==> src/rtl/perf_counter_unit_if.sv <==
// Readout stream port of the performance-counter block: one snapshot word per
// beat, valid/ready handshake, beat index and last-beat marker.
interface perf_counter_unit_if #(
  parameter int unsigned DATA_WIDTH = 32
) ();
  logic                  rdValid;
  logic                  rdReady;
  logic [DATA_WIDTH-1:0] rdData;
  logic [2:0]            rdIndex;
  logic                  rdLast;

  modport master (
    output rdValid,
    output rdData,
    output rdIndex,
    output rdLast,
    input  rdReady
  );

  modport slave (
    input  rdValid,
    input  rdData,
    input  rdIndex,
    input  rdLast,
    output rdReady
  );
endinterface

==> src/rtl/perf_counter_unit.sv <==
// Performance counters: accumulates per-cycle event increments into live
// counters and streams a coherent snapshot (counters, then overflow flags).
module perf_counter_unit #(
  parameter int unsigned DATA_WIDTH = 32,
  parameter int unsigned NUM_EVENTS = 7,
  parameter int unsigned INC_WIDTH  = 2
) (
  input  logic                             clk,
  input  logic                             rstN,
  input  logic                             countEnable,
  input  logic [NUM_EVENTS*INC_WIDTH-1:0]  eventInc,
  input  logic                             clearReq,
  input  logic                             snapshotReq,
  output logic [NUM_EVENTS*DATA_WIDTH-1:0] perfCounter,
  output logic [NUM_EVENTS-1:0]            overflow,
  output logic                             busy,
  perf_counter_unit_if.master              rd
);

  // rdIndex is 3 bits wide, so NUM_EVENTS must not exceed 7.
  localparam logic [2:0] LAST_IDX = 3'(NUM_EVENTS);

  typedef enum logic {
    IDLE,
    STREAM
  } state_e;

  state_e                state_q;
  logic [DATA_WIDTH-1:0] cnt_q      [NUM_EVENTS];
  logic [DATA_WIDTH-1:0] cnt_d      [NUM_EVENTS];
  logic [DATA_WIDTH:0]   sum        [NUM_EVENTS];
  logic [NUM_EVENTS-1:0] ovf_q, ovf_d;
  logic [DATA_WIDTH-1:0] shadow_q   [NUM_EVENTS];
  logic [NUM_EVENTS-1:0] shadow_ovf_q;
  logic [DATA_WIDTH-1:0] rd_data_q;
  logic [2:0]            rd_index_q;
  logic                  rd_valid_q;
  logic                  rd_last_q;
  logic                  busy_q;
  logic [2:0]            next_idx;
  logic [DATA_WIDTH-1:0] next_data;

  // Clear has priority over the same cycle's increment.
  always_comb begin
    cnt_d = cnt_q;
    ovf_d = ovf_q;
    for (int unsigned i = 0; i < NUM_EVENTS; i++) begin
      sum[i] = {1'b0, cnt_q[i]} + (DATA_WIDTH+1)'(eventInc[i*INC_WIDTH +: INC_WIDTH]);
      if (clearReq) begin
        cnt_d[i] = '0;
        ovf_d[i] = 1'b0;
      end else if (countEnable) begin
        cnt_d[i] = sum[i][DATA_WIDTH-1:0];
        ovf_d[i] = ovf_q[i] | sum[i][DATA_WIDTH];
      end
    end
  end

  always_ff @(posedge clk or negedge rstN) begin
    if (!rstN) begin
      for (int unsigned i = 0; i < NUM_EVENTS; i++) begin
        cnt_q[i] <= '0;
      end
      ovf_q <= '0;
    end else begin
      cnt_q <= cnt_d;
      ovf_q <= ovf_d;
    end
  end

  for (genvar g = 0; g < NUM_EVENTS; g++) begin : g_export
    assign perfCounter[(NUM_EVENTS-1-g)*DATA_WIDTH +: DATA_WIDTH] = cnt_q[g];
  end
  assign overflow = ovf_q;

  // Word for the beat after the current one; the final beat carries the flags.
  always_comb begin
    next_idx  = rd_index_q + 3'd1;
    next_data = DATA_WIDTH'(shadow_ovf_q);
    for (int unsigned i = 0; i < NUM_EVENTS; i++) begin
      if (next_idx == 3'(i)) begin
        next_data = shadow_q[i];
      end
    end
  end

  always_ff @(posedge clk or negedge rstN) begin
    if (!rstN) begin
      state_q <= IDLE;
      for (int unsigned i = 0; i < NUM_EVENTS; i++) begin
        shadow_q[i] <= '0;
      end
      shadow_ovf_q <= '0;
      rd_data_q    <= '0;
      rd_index_q   <= '0;
      rd_valid_q   <= 1'b0;
      rd_last_q    <= 1'b0;
      busy_q       <= 1'b0;
    end else begin
      case (state_q)
        IDLE: begin
          if (snapshotReq) begin
            // Beat 0 is loaded straight from the live counters being captured.
            shadow_q     <= cnt_q;
            shadow_ovf_q <= ovf_q;
            rd_data_q    <= cnt_q[0];
            rd_index_q   <= '0;
            rd_last_q    <= 1'b0;
            rd_valid_q   <= 1'b1;
            busy_q       <= 1'b1;
            state_q      <= STREAM;
          end
        end
        STREAM: begin
          if (rd.rdReady) begin
            if (rd_last_q) begin
              rd_valid_q <= 1'b0;
              rd_last_q  <= 1'b0;
              rd_index_q <= '0;
              busy_q     <= 1'b0;
              state_q    <= IDLE;
            end else begin
              rd_index_q <= next_idx;
              rd_data_q  <= next_data;
              rd_last_q  <= (next_idx == LAST_IDX);
            end
          end
        end
        default: state_q <= IDLE;
      endcase
    end
  end

  assign rd.rdValid = rd_valid_q;
  assign rd.rdData  = rd_data_q;
  assign rd.rdIndex = rd_index_q;
  assign rd.rdLast  = rd_last_q;
  assign busy       = busy_q;

endmodule

==> src/flat_wrapper.sv <==
// flat-port wrapper written by rule: the top's interface ports become plain ports
module perf_counter_unit_flat 
#(
  parameter int unsigned DATA_WIDTH = 32,
  parameter int unsigned NUM_EVENTS = 7,
  parameter int unsigned INC_WIDTH  = 2
)
  (clk, rstN, countEnable, eventInc, clearReq, snapshotReq, perfCounter, overflow, busy, rd_rdValid, rd_rdData, rd_rdIndex, rd_rdLast, rd_rdReady);
  perf_counter_unit_if #(.DATA_WIDTH(DATA_WIDTH)) rd_i ();
  input  logic clk;
  input  logic rstN;
  input  logic countEnable;
  input  logic [NUM_EVENTS*INC_WIDTH-1:0] eventInc;
  input  logic clearReq;
  input  logic snapshotReq;
  output logic [NUM_EVENTS*DATA_WIDTH-1:0] perfCounter;
  output logic [NUM_EVENTS-1:0] overflow;
  output logic busy;
  output wire logic [$bits(rd_i.rdValid)-1:0] rd_rdValid;
  output wire logic [$bits(rd_i.rdData)-1:0] rd_rdData;
  output wire logic [$bits(rd_i.rdIndex)-1:0] rd_rdIndex;
  output wire logic [$bits(rd_i.rdLast)-1:0] rd_rdLast;
  input wire logic [$bits(rd_i.rdReady)-1:0] rd_rdReady;
  assign rd_rdValid = rd_i.rdValid;
  assign rd_rdData = rd_i.rdData;
  assign rd_rdIndex = rd_i.rdIndex;
  assign rd_rdLast = rd_i.rdLast;
  assign rd_i.rdReady = rd_rdReady;
  perf_counter_unit #(.DATA_WIDTH(DATA_WIDTH), .NUM_EVENTS(NUM_EVENTS), .INC_WIDTH(INC_WIDTH)) u_core (.clk(clk), .rstN(rstN), .countEnable(countEnable), .eventInc(eventInc), .clearReq(clearReq), .snapshotReq(snapshotReq), .perfCounter(perfCounter), .overflow(overflow), .busy(busy), .rd(rd_i));
endmodule
==> config.mk <==
export PLATFORM = sky130hd
export DESIGN_NAME = perf_counter_unit_flat
export DESIGN_NICKNAME = d
export VERILOG_FILES = /design/src/rtl/perf_counter_unit_if.sv /design/src/rtl/perf_counter_unit.sv /design/src/flat_wrapper.sv
export SDC_FILE = /design/constraint.sdc
export NUM_CORES = 1
export LEC_CHECK = 0
export ABC_AREA = 0
export BUFFER_PORTS_ARGS = -buffer_cell sky130_fd_sc_hd__buf_2
export CAP_MARGIN = 20
export CORE_UTILIZATION = 30
export CTS_CLUSTER_SIZE = 20
export DETAILED_ROUTE_END_ITERATION = 6
export SKIP_LAST_GASP = 1
export SLEW_MARGIN = 10
export SYNTH_ARGS = -nofsm -noshare
export SYNTH_HDL_FRONTEND = slang
export SYNTH_SLANG_ARGS = --single-unit
==> constraint.sdc <==
create_clock -name clk -period 4 [get_ports clk]
set_clock_uncertainty 0.05 [all_clocks]
set_input_delay 0.4 -clock clk [delete_from_list [all_inputs] [get_ports clk]]
set_output_delay 0.4 -clock clk [all_outputs]
set_load 0.005 [all_outputs]
==> results of run 1 <==
==> critical path, stage by stage (launching register included) <==
cell	delay, ns
dfrtp_1	0.44
inv_1	0.15
ha_2	0.60
buf_4	0.44
inv_2	0.31
o31a_1	0.36
o32ai_1	0.11
a211oi_1	0.07
==> final timing paths <==
kind	from	to	slack [ns]	cells past startpoint
worst max-delay path	u_core.rd.rdIndex[1]$_DFFE_PN0P_	u_core.rd.rdData[6]$_DFFE_PN0P_	1.29	7
worst min-delay path	eventInc[2]	u_core.perfCounter[160]$_DFFE_PN0P_	0.11	4
worst max register to register	u_core.rd.rdIndex[1]$_DFFE_PN0P_	u_core.rd.rdData[6]$_DFFE_PN0P_	1.29	7
worst min register to register	u_core.shadow_q[100]$_DFFE_PN0P_	u_core.shadow_q[100]$_DFFE_PN0P_	0.42	2
max in group asynchronous	rstN	u_core.perfCounter[42]$_DFFE_PN0P_	2.50	3
min in group asynchronous	rstN	u_core.perfCounter[56]$_DFFE_PN0P_	0.31	2
==> metal layers <==
metal / GRT usage (%) / vias up
met5: 0 / -
met4: 6.01 / 4
met3: 4.25 / 123
met2: 33.4 / 720
met1: 28.2 / 10594
li1: - / 9963
==> synth_stat cells, types with 5 or more instances <==
master / instances / share of area (%)
nand3b_1: 9 / 0.27
buf_2: 8 / 0.16
a21oi_1: 88 / 1.8
fa_1: 7 / 0.57
xnor2_1: 64 / 2.3
nand2_1: 894 / 14
o21ai_0: 119 / 2.4
ha_1: 19 / 0.97
a2bb2oi_1: 24 / 0.85
and3_1: 32 / 0.81
o221a_2: 24 / 1.1
dfrtp_1: 500 / 51
nor2_1: 298 / 4.5
nor3_1: 30 / 0.61
o31ai_1: 11 / 0.34
and2_1: 10 / 0.25
inv_1: 17 / 0.26
a22o_1: 6 / 0.21
or2_2: 5 / 0.13
nand3_1: 67 / 1.4
o221ai_1: 25 / 0.89
nand2b_1: 5 / 0.13
and4_1: 22 / 0.78
a221oi_1: 12 / 0.43
buf_1: 14 / 0.21
mux2i_1: 45 / 1.8
clkbuf_1: 150 / 2.3
xor2_1: 117 / 4.2
nor4_1: 35 / 0.89
nor2b_1: 17 / 0.43
nand4_1: 87 / 2.2
or3_1: 27 / 0.69
==> sequential cells by signal, indices dropped and copies added (netlist names) <==
| signal | flops |
|---|---|
| u_core.state_q | 1 |
| u_core.overflow | 7 |
| u_core.rd.rdLast | 1 |
| u_core.rd.rdIndex | 3 |
| u_core.shadow_q | 224 |
| u_core.busy | 1 |
| u_core.rd.rdData | 32 |
| u_core.shadow_ovf_q | 7 |
| u_core.perfCounter | 224 |
==> report_power, final <==
part / internal, W / total, W / switching (W)
sequential: 0.00529 / 0.00555 / 0.000261
clock: 0.00311 / 0.00531 / 0.00221
combinational: 0.00110 / 0.00357 / 0.00247
total: 0.00950 / 0.0144 / 0.00494
==> cells by family (layout without fill, tap and decap cells) <==
group,count (synthesis),after routing,synth area share [%]
XOR/XNOR,181,181,6.44
AND/OR/NAND/NOR,1552,1552,27.3
multiplexers,49,49,2.01
AO/OA/AOI/OAI,335,335,8.88
adder cells (fa/ha/maj),26,26,1.54
buffers and inverters,192,452,3.00
flip-flops,500,500,50.9
==> cell type report <==
cell class                      instances  area share (%)
Timing Repair Buffer                  329            6.51
Sequential cell                       500            43.0
Tap cell                             1060            4.56
Multi-Input combinational cell       2143            39.2
Clock inverter                         25           0.800
Inverter                               18           0.232
Clock buffer                           80            5.75
==> metrics by stage <==
stage	worst slack [ns]	power (W)	hold slack, ns	instance area [sq um]
5_1_grt	1.08	0.0150	0.0992	29100
3_5_place_dp	1.22	0.00915	0.406	27200
2_1_floorplan	1.77	0.00779	0.0544	24600
3_3_place_gp	1.33	0.00914	0.404	27200
6_report	1.29	0.0144	0.111	29100
4_1_cts	1.33	0.0145	0.0791	29100
==> results_dict.tcl, run 1 <==
set metrics [dict create \
    stdcell_count 4155 \
    violations "design-rule violations" \
    die-area_sq_mm 0.0832 \
    grt_pass1_wl_mm 132 \
    netlist_area_sq_mm 0.0246 \
    min_path_type "primary input to flip-flop" \
    wl_per_cell_microns 21.2 \
    antenna_found_initial 2 \
    cap_violations 0 \
    start_util_pct 30.4 \
    leakage_nw 14.2 \
    drt_wl_total_mm 88.0 \
    syn_nets 2881 \
    met1Wirelength_mm 37.4 \
    vias_per_cell 5.15 \
    io_buffer_count 288 \
    status "complete, but fails checks" \
    grt_usage_pct 20.8 \
    drt_iter0_markers 2141 \
    ios 289 \
    ys_seq_area_share_pct 50.9 \
    setup_viol 0 \
    vdd_drop_max_mv 0.448 \
    netlist_instances 2835 \
    cts_tree "built" \
    cts_resized 0 \
    critPathRequiredTime_ns 4.43 \
    synth_edf_count 0 \
    grt_pass1_vias 20334 \
    drv_slew 0 \
    post_cts_buffers 0 \
    ant_nets 0 \
    fillerInstances 8344 \
    regArea_sq_mm 0.0125 \
    ctsHtreeMaxLevel 2 \
    setup.worst_path.start_class "flip-flop" \
    clock_latency_ns 0.63 \
    cts.sinks 500 \
    p_per_area_mw_per_mm2 496 \
    period_minus_slack_ns 2.71 \
    slew_headroom_pct 39.5 \
    dr_total_vias 21404 \
    fin_crit_sh_pct 67.6 \
    antenna_cells 0 \
    dp_cells 4049 \
    multi_input_area_sq_mm 0.0114 \
    cp.arrival_ns 3.13 \
    rows 104 \
    clk_pin_slew_ns 0.06 \
    fin_nets 3095 \
    cts_buffers 57 \
    fin_setup_tns_ns 0 \
    dieHeight_microns 288 \
    synth_cell_types 58 \
    fin_util_pct 36.0 \
    yosys_warnings 0 \
    avgSynthCellArea_sq_um 8.68 \
    drive_gt1_share_pct 15.3 \
    path_max_fanout 40 \
    met2_length_mm 41.3 \
    rsz0062_at_grt "no" \
    die_x_microns 288 \
    synth_seq_cells 500 \
    grt_start_max_net_pins 99 \
    dr_wl_met3_mm 6.66 \
    holdBufCountCts 1 \
    yosys_most_used_dff "dfrtp_1" \
    crit_path_end_kind "flip-flop" \
    place_congestion 0.878 \
    most-common-layout-cells "nand2_1, dfrtp_1, nor2_1" \
    cts-root-buf "clkbuf_16" \
    firstDrtPassIters 7 \
    clk_path_buf_depth 3 \
    highest_layer "met5" \
    finalHoldViolations 0 \
    synthArstFlopShare_pct 100 \
    dp_hpwl_mm 64.0 \
    crit_type "flip-flop to flip-flop" \
    fmax_ghz 0.370 \
    syn_to_final_growth_pct 18.3 \
    coreArea_sq_mm 0.0808 \
    drcViolationCount 12 \
    overflow 0 \
    tightestPinTransition_ns 0.908 \
    final_common_cell "nand2_1" \
]
Power figures use the tool's default switching activity.
==> run 2: changes to the inputs <==
==> constraint.sdc (replaced) <==
create_clock -name clk -period 2.71 [get_ports clk]
set_clock_uncertainty 0.05 [all_clocks]
set_input_delay 0.271 -clock clk [delete_from_list [all_inputs] [get_ports clk]]
set_output_delay 0.271 -clock clk [all_outputs]
set_load 0.005 [all_outputs]
==> run 2 against run 1 <==
The run still ends with design-rule violations left. Via count is 2.4% higher. Worst setup slack worse by 1.0 ns. Highest routed layer unchanged. Global-route usage is 0.66 points higher. Combinational power grew 55%. Maximum frequency rose by 11%. Cell count up 2.0%. Worst hold slack worse by 0.076 ns.
==> results_dict.tcl, run 2 (synthesis gave the netlist of run 1 again) <==
set metrics [dict create \
    fin_nets 3177 \
    drt_iter0_markers 1926 \
    met2_length_mm 43.1 \
    antenna_found_initial 3 \
    die_x_microns 288 \
    ctsHtreeMaxLevel 2 \
    clk_path_buf_depth 3 \
    ant_nets 0 \
    place_congestion 0.918 \
    rows 104 \
    fmax_ghz 0.412 \
    dieHeight_microns 288 \
    start_util_pct 30.4 \
    cpLargestDelayFamily "compound AO/OA/AOI/OAI gates" \
    swShare_pct 34.1 \
    ios 289 \
    die-area_sq_mm 0.0832 \
    p_int_w 0.0145 \
    leakage_nw 14.7 \
    violations "design-rule violations" \
    critPathRequiredTime_ns 3.19 \
    setup_viol 0 \
    slew_headroom_pct 25.4 \
    holdWs_ns 0.0352 \
    tightestPinTransition_ns 1.11 \
    syn_to_final_growth_pct 21.5 \
    finalHoldViolations 0 \
    period_minus_slack_ns 2.43 \
    dr_total_vias 21923 \
    status "complete, but fails checks" \
    grt_pass1_vias 21128 \
    cts-root-buf "clkbuf_16" \
    drv_slew 0 \
    grt_start_max_net_pins 131 \
    multi_input_area_sq_mm 0.0114 \
    crit_type "flip-flop to flip-flop" \
    met1Wirelength_mm 38.3 \
    clkPwrFrac_pct 37.5 \
    dr_wl_met3_mm 6.07 \
    cts_tree "built" \
    firstDrtPassIters 7 \
    crit_path_end_kind "flip-flop" \
    p_per_area_mw_per_mm2 736 \
    wl_per_cell_microns 21.3 \
    cp.arrival_ns 2.91 \
    fin_setup_tns_ns 0 \
    clk_pin_slew_ns 0.06 \
    fin_crit_sh_pct 89.6 \
    vias_per_cell 5.17 \
    reg2reg_slack_ns 0.28 \
    grt_pass1_wl_mm 136 \
    io_buffer_count 288 \
    grt_usage_pct 21.5 \
    setup.worst_path.start_class "flip-flop" \
    most-common-layout-cells "nand2_1, dfrtp_1, nor2_1" \
    dp_hpwl_mm 66.1 \
    clock_latency_ns 0.64 \
    path_cells "inv_1 > ha_2 > o21ai_0 > a221oi_1 > o31ai_1" \
    highest_layer "met5" \
    critPathBufInv 1 \
    drcViolationCount 24 \
    p_seq_share_pct 37.3 \
    cts_buffers 57 \
    path_max_fanout 7 \
    cap_violations 0 \
    min_path_type "primary input to flip-flop" \
    cp_slowest_stage_delay_ns 0.89 \
    overflow 0 \
    critical-path-slowest-cell "o21ai_0" \
    switchingPower_w 0.00750 \
    fin_util_pct 37.0 \
    final_common_cell "nand2_1" \
    drt_wl_total_mm 90.2 \
    vdd_drop_max_mv 0.675 \
    cts.sinks 500 \
    drive_gt1_share_pct 17.1 \
    fillerInstances 8364 \
    rsz0062_at_grt "no" \
    regArea_sq_mm 0.0125 \
    coreArea_sq_mm 0.0808 \
    pwr-share-comb_pct 25.2 \
]
-- run 2: metal layers --
layer  vias up  track usage (%)
met3       115             4.18
li1      10125                -
met2       693             35.1
met5         -                0
met1     10988             28.7
met4         2             6.31
-- run 2: stage by stage --
step	setup WS, ns	cells	instance area, sq um	power, W
finish	0.282	4240	29900	0.0220
global route	0.200	4239	29900	0.0229
CTS	0.379	4238	29900	0.0221
detailed placement	0.379	4123	27800	0.0138
global placement	0.405	4123	27800	0.0138
floorplan	0.476	2835	24600	0.0115
-- run 2: area by class of cell --
type	count	area share (%)
Multi-Input combinational cell	2143	38.1
Timing Repair Buffer	411	8.71
Sequential cell	500	41.8
Clock buffer	86	5.71
Tap cell	1060	4.44
Inverter	18	0.226
Clock inverter	20	0.958
Antenna cell	2	0.0167
-- run 2: what timing repair did --
| item | 4_1_cts | 5_1_grt |
|---|---|---|
| resized for setup | 0 | 0 |
| buffers inserted | 0 | 0 |
| setup endpoints to repair | 0 | 0 |
| hold buffers | 9 | 0 |
| hold endpoints to repair | 70 | 0 |
-- run 2: worst reg2reg max path, stage by stage, from the launching register on --
cell	delay, ns
dfrtp_1	0.42
inv_1	0.13
ha_2	0.30
o21ai_0	0.89
a221oi_1	0.28
o31ai_1	0.26
-- run 2: path summary, 6_finish.rpt --
check	from	endpoint	cells after the start
worst max-delay path	u_core.rd.rdIndex[0]$_DFFE_PN0P_	u_core.rd.rdData[0]$_DFFE_PN0P_	5
worst min-delay path	eventInc[8]	u_core.perfCounter[64]$_DFFE_PN0P_	4
worst max register to register	u_core.rd.rdIndex[0]$_DFFE_PN0P_	u_core.rd.rdData[0]$_DFFE_PN0P_	5
worst min register to register	u_core.shadow_q[118]$_DFFE_PN0P_	u_core.shadow_q[118]$_DFFE_PN0P_	2
max in group asynchronous	rstN	u_core.perfCounter[84]$_DFFE_PN0P_	3
min in group asynchronous	rstN	u_core.perfCounter[98]$_DFFE_PN0P_	2
-- run 2: power groups by stage --
stage               combinational [W]  clock [W]  sequential [W]
floorplan                     0.00331          0         0.00819
global placement              0.00545          0         0.00833
detailed placement            0.00546          0         0.00834
CTS                           0.00548    0.00841         0.00821
global route                  0.00594    0.00867         0.00826
finish                        0.00555    0.00826         0.00822
